[config.mk]
export PLATFORM = sky130hd
export DESIGN_NAME = booth_controller
export DESIGN_NICKNAME = d
export VERILOG_FILES = /design/src/rtl/booth_pkg.sv /design/src/rtl/booth_controller.sv
export SDC_FILE = /design/constraint.sdc
export NUM_CORES = 1
export LEC_CHECK = 0
export CAP_MARGIN = 40
export CELL_PAD_IN_SITES_DETAIL_PLACEMENT = 0
export CELL_PAD_IN_SITES_GLOBAL_PLACEMENT = 2
export CORE_MARGIN = 2
export CORE_UTILIZATION = 24
export DETAILED_ROUTE_END_ITERATION = 10
export GPL_TIMING_DRIVEN = 0
export PLACE_DENSITY = 0.84
export SETUP_SLACK_MARGIN = 0.5
export SYNTH_ARGS = -nofsm -noshare
export SYNTH_HDL_FRONTEND = slang
export SYNTH_SLANG_ARGS = --single-unit
export TNS_END_PERCENT = 1
[constraint.sdc]
create_clock -name clk -period 1.7 [get_ports clk]
set_input_delay 0.34 -clock clk [delete_from_list [all_inputs] [get_ports clk]]
set_output_delay 0.34 -clock clk [all_outputs]
set_load 0.01 [all_outputs]
[src/rtl/booth_pkg.sv]
`default_nettype none
// ============================================================================
// Module   : booth_pkg
// Brief    : Shared state encoding and Booth decision codes for the
//            radix-2 Booth multiplier controller.
// Revision : 1.0 - initial release
// ============================================================================
package booth_pkg;

    localparam int BOOTH_WIDTH = 6;

    // {Y0,Y-1} codes that require an adder operation; 00/11 skip.
    localparam logic [1:0] BOOTH_ADD = 2'b01;
    localparam logic [1:0] BOOTH_SUB = 2'b10;

    typedef enum logic [2:0] {
        IDLE    = 3'd0,
        LOAD_X  = 3'd1,
        LOAD_Y  = 3'd2,
        ADD_SUB = 3'd3,
        SHIFT   = 3'd4,
        OUT_HI  = 3'd5,
        OUT_LO  = 3'd6
    } boothState_t;

endpackage
`default_nettype wire

[src/rtl/booth_controller.sv]
`default_nettype none
// ============================================================================
// Module   : booth_controller
// Brief    : Sequencing FSM for the radix-2 Booth multiplier datapath with a
//            start/busy/done handshake.
// Revision : 1.0 - initial release
// ============================================================================
module booth_controller
    import booth_pkg::*;
#(
    parameter int WIDTH = BOOTH_WIDTH,
    parameter int CNT_W = 3
) (
    input  logic       clk,
    input  logic       rst,
    input  logic       start,
    input  logic [1:0] Y0Yminus1,
    output logic       ldX,
    output logic       ldY,
    output logic       ldA,
    output logic       initA,
    output logic       initYminusOne,
    output logic       aBarS,
    output logic       shRA,
    output logic       shRY,
    output logic       ldYminusOne,
    output logic       selL,
    output logic       selR,
    output logic       busy,
    output logic       done
);

    localparam logic [CNT_W-1:0] c_LAST_ITER = CNT_W'(WIDTH - 1);

    boothState_t      r_state;
    boothState_t      w_nextState;
    logic [CNT_W-1:0] r_count;
    logic [CNT_W-1:0] w_nextCount;

    always_ff @(posedge clk or negedge rst) begin
        if (!rst) begin
            r_state <= IDLE;
            r_count <= '0;
        end else begin
            r_state <= w_nextState;
            r_count <= w_nextCount;
        end
    end

    always_comb begin
        w_nextState   = r_state;
        w_nextCount   = r_count;
        ldX           = 1'b0;
        ldY           = 1'b0;
        ldA           = 1'b0;
        initA         = 1'b0;
        initYminusOne = 1'b0;
        aBarS         = 1'b0;
        shRA          = 1'b0;
        shRY          = 1'b0;
        ldYminusOne   = 1'b0;
        selL          = 1'b0;
        selR          = 1'b0;
        busy          = (r_state != IDLE);
        done          = 1'b0;

        case (r_state)
            IDLE: begin
                if (start) w_nextState = LOAD_X;
            end
            LOAD_X: begin
                ldX           = 1'b1;
                initA         = 1'b1;
                initYminusOne = 1'b1;
                w_nextCount   = '0;
                w_nextState   = LOAD_Y;
            end
            LOAD_Y: begin
                ldY         = 1'b1;
                w_nextState = ADD_SUB;
            end
            ADD_SUB: begin
                // Mealy decode of the datapath status; 00/11 leave A untouched.
                if (Y0Yminus1 == BOOTH_ADD) begin
                    ldA = 1'b1;
                end else if (Y0Yminus1 == BOOTH_SUB) begin
                    ldA   = 1'b1;
                    aBarS = 1'b1;
                end
                w_nextState = SHIFT;
            end
            SHIFT: begin
                shRA        = 1'b1;
                shRY        = 1'b1;
                ldYminusOne = 1'b1;
                w_nextCount = r_count + 1'b1;
                w_nextState = (r_count == c_LAST_ITER) ? OUT_HI : ADD_SUB;
            end
            OUT_HI: begin
                selL        = 1'b1;
                w_nextState = OUT_LO;
            end
            OUT_LO: begin
                selR        = 1'b1;
                done        = 1'b1;
                w_nextState = IDLE;
            end
            default: begin
                w_nextState = IDLE;
            end
        endcase
    end

endmodule
`default_nettype wire

==> impl_metrics.py <==
metrics = {
    "sta": {
        "slew_viol_final": 0,
        "finalSetupViolations": 0,
        "timing.setup.tns_ps": 0,
        "rsz0062_at_grt": "true",
        "tightestPinTransition_ps": 296.8,
        "fmax_ghz": 0.6036,
        "hold_ws_ps": 336.3,
        "hold_viol": 0,
        "max_slew_margin_pct": 80.15,
        "skew_ps": 5.765,
        "period_share_pct": 97.46,
        "fin_crit_ps": 1657,
    },
    "logic_synthesis": {
        "synth_top_family_by_area": "buffers and inverters",
        "synthTopCellsByCount": "dfrtp_1 (6), buf_4 (5), inv_1 (5)",
        "synth_xor_area_share_pct": 0,
        "synthAdderAreaFrac_pct": 8.451,
        "synth_compound_area_share_pct": 18.31,
        "async_flop_share_pct": 100.0,
        "synth-edff-count": 0,
        "yosysTopAreaCell": "dfrtp_1",
        "netlist_instances": 49,
        "ys_seq_elements": 6,
        "ys.warnings.count": 0,
        "seq_area_frac_synth_pct": 33.80,
        "netlist_area_um2": 444.2,
        "synth_top_cell_area_share_pct": 33.80,
        "synthTopCellsByArea": "dfrtp_1 (34%), buf_4 (8.5%), ha_1 (8.5%)",
        "avgSynthCellArea_um2": 9.065,
        "synth_cell_type_count": 22,
        "synthSimpleGateAreaFrac_pct": 16.90,
        "syn-num-nets": 57,
        "yosysMostFrequentCell": "dfrtp_1",
        "ys.flop_type": "dfrtp_1",
        "yosys-mux-area-fraction_pct": 2.254,
    },
    "placement": {
        "gp_congestion": 0.7393,
        "placed_cell_area_um2": 673.1,
        "port_buffers": 17,
        "dpl.cell_count": 91,
        "hpwl_um": 728.6,
    },
    "floorplanning": {
        "start_util_pct": 25.72,
        "io_pins": 18,
        "dieArea_um2": 2211,
        "die_w_um": 47.02,
        "core-area_um2": 1727,
        "rows": 15,
        "die_y_um": 47.02,
    },
    "power_and_ir_drop": {
        "powerDensity_nw_per_um2": 1749,
        "p_leak_nw": 0.4098,
        "ir_worst_vdd_uv": 819.6,
        "p_sw_share_pct": 39.19,
        "p_int_mw": 0.8651,
        "power_switching_mw": 0.5574,
        "clkPwrFrac_pct": 9.8,
        "pwr-share-seq_pct": 18.3,
        "combPwrFrac_pct": 72.0,
    },
    "setup_path": {
        "cp_max_fo": 6,
        "crit_required_ps": 1360,
        "rr_endpoint": "r_count[1]$_DFFE_PN0P_",
        "reg2reg_setup_slack_ps": 480,
        "setup.worst_path.end_class": "primary output",
        "critPathLaunchType": "flop",
        "critPathKind": "reg2out",
        "r2r_start": "r_state[2]$_DFFE_PN0P_",
        "r2r_cells": 4,
        "worstPathArrival_ps": 1320,
    },
    "layout": {
        "fin_cells": 104,
        "fin_area_um2": 813.3,
        "antenna_cells": 0,
        "area_growth_pct": 83.10,
        "drive_gt1_share_pct": 60.76,
        "n_fill_cell": 184,
        "nets": 89,
    },
    "hold_path": {
        "min_path_type": "in2async",
    },
    "clock_network": {
        "clk_path_buf_depth": 2,
        "clock-sinks": 6,
        "h-tree-depth": 1,
        "ctsRootBufferMaster": "clkbuf_4",
        "cts_buffers": 3,
        "path_clk_slew_ps": 50,
        "hold_buffers": 0,
        "clk_latency_ps": 250,
        "cts_tree": "yes",
    },
    "detailed_routing": {
        "antenna_left": 0,
        "drt-initial-drc-count": 7,
        "viasPerCell": 4.471,
        "wl_per_cell_um": 10.82,
        "vias": 465,
        "wl_mm": 1.125,
        "drt_first_pass_iters": 4,
        "route.detailed.drc": 0,
    },
    "outcome": {
        "run_status": "finished clean",
    },
    "global_routing": {
        "grt-ovfl-total": 0,
        "grtUsageMet1_pct": 14.89,
        "gr-max-usage-layer": "met2",
        "grt_pass1_vias": 433,
        "grt_max_degree": 11,
        "grt_pass1_wl_mm": 1.842,
        "grt_use_total_pct": 11.99,
        "grt_use_met3_pct": 2.692,
        "grt_util_met2_pct": 19.18,
        "grt_antenna_before_repair": 0,
    },
    "run": {
        "maxCapViolations": 0,
    },
}
==> worst max-delay path, stage by stage, from the launching register on <==
cell	delay, ps
dfrtp_1	380
buf_6	140
buf_6	110
or3_4	320
buf_6	130
==> through the flow <==
stage                     total power, mW  worst slack (ps)  util (%)
after floorplan                    0.7474             437.1         -
after global placement              1.014            -387.7     38.99
after detailed placement            1.024            -393.5     38.99
after CTS                           1.349             26.82     44.86
after global routing                1.535            -4.598     47.10
final                               1.423             43.23     47.10
==> cell usage in the layout (no fill, tap or decap), types with 2 or more instances in the layout <==
master,Yosys,final
dlymetal6s2s_1,0,2
ha_1,3,2
buf_4,5,11
clkbuf_4,0,3
nor2_2,0,2
o21ai_0,2,2
buf_6,3,13
buf_2,0,7
a21oi_1,4,4
clkdlybuf4s50_1,0,2
dfrtp_1,6,5
inv_2,0,2
inv_1,5,2
a22o_1,2,2
nor3_4,0,2
==> worst max path at each step <==
| stage | from | endpoint | slack, ps | cells after the start |
|---|---|---|---|---|
| floorplan | r_state[1]$_DFFE_PN0P_ | shRA | 440 | 3 |
| global placement | Y0Yminus1[0] | ldA | -390 | 5 |
| detailed placement | Y0Yminus1[0] | ldA | -390 | 5 |
| CTS | r_state[1]$_DFFE_PN0P_ | busy | 30 | 4 |
| global route | r_state[1]$_DFFE_PN0P_ | busy | -5 | 4 |
| finish | r_state[1]$_DFFE_PN0P_ | busy | 40 | 4 |
==> registers in the layout, indices dropped and copies added (netlist names) <==
| name | count |
|---|---|
| r_count | 3 |
| r_state | 3 |
==> power by group through the flow <==
stage	combinational, mW	clock, mW	sequential (mW)
2_1_floorplan	0.499	0	0.249
3_3_place_gp	0.756	0	0.258
3_5_place_dp	0.764	0	0.260
4_1_cts	0.949	0.145	0.255
5_1_grt	1.12	0.147	0.269
6_report	1.02	0.139	0.260
==> per-layer routing <==
metal | share of wire, % | up-vias
li1 | - | 228
met1 | 44 | 213
met2 | 46 | 21
met3 | 8.1 | 3
met4 | 2.1 | 0
met5 | 0 | -
==> logic make-up (layout without fill, tap and decap cells) <==
family	after synthesis	count (layout)
simple gates	13	13
mux	1	1
buf+inv	13	43
compound gates	13	13
flops	6	6
fa+ha+maj	3	3
==> area by class of cell <==
type / instances / area [um^2] / area share (%)
buffer: 8 / 71.32 / 8.769
timing repair buffer: 27 / 237.7 / 29.23
clock buffer: 3 / 22.52 / 2.769
multi-input combinational: 30 / 272.8 / 33.54
tap: 25 / 31.28 / 3.846
sequential: 6 / 151.4 / 18.62
inverter: 5 / 26.28 / 3.231
==> what timing repair did <==
action	CTS	global route
setup endpoints to repair	13	16
gates resized for setup	52	29
cloned	0	0
buffers inserted	10	0
pin swaps	3	7
Power figures use the tool's default switching activity.
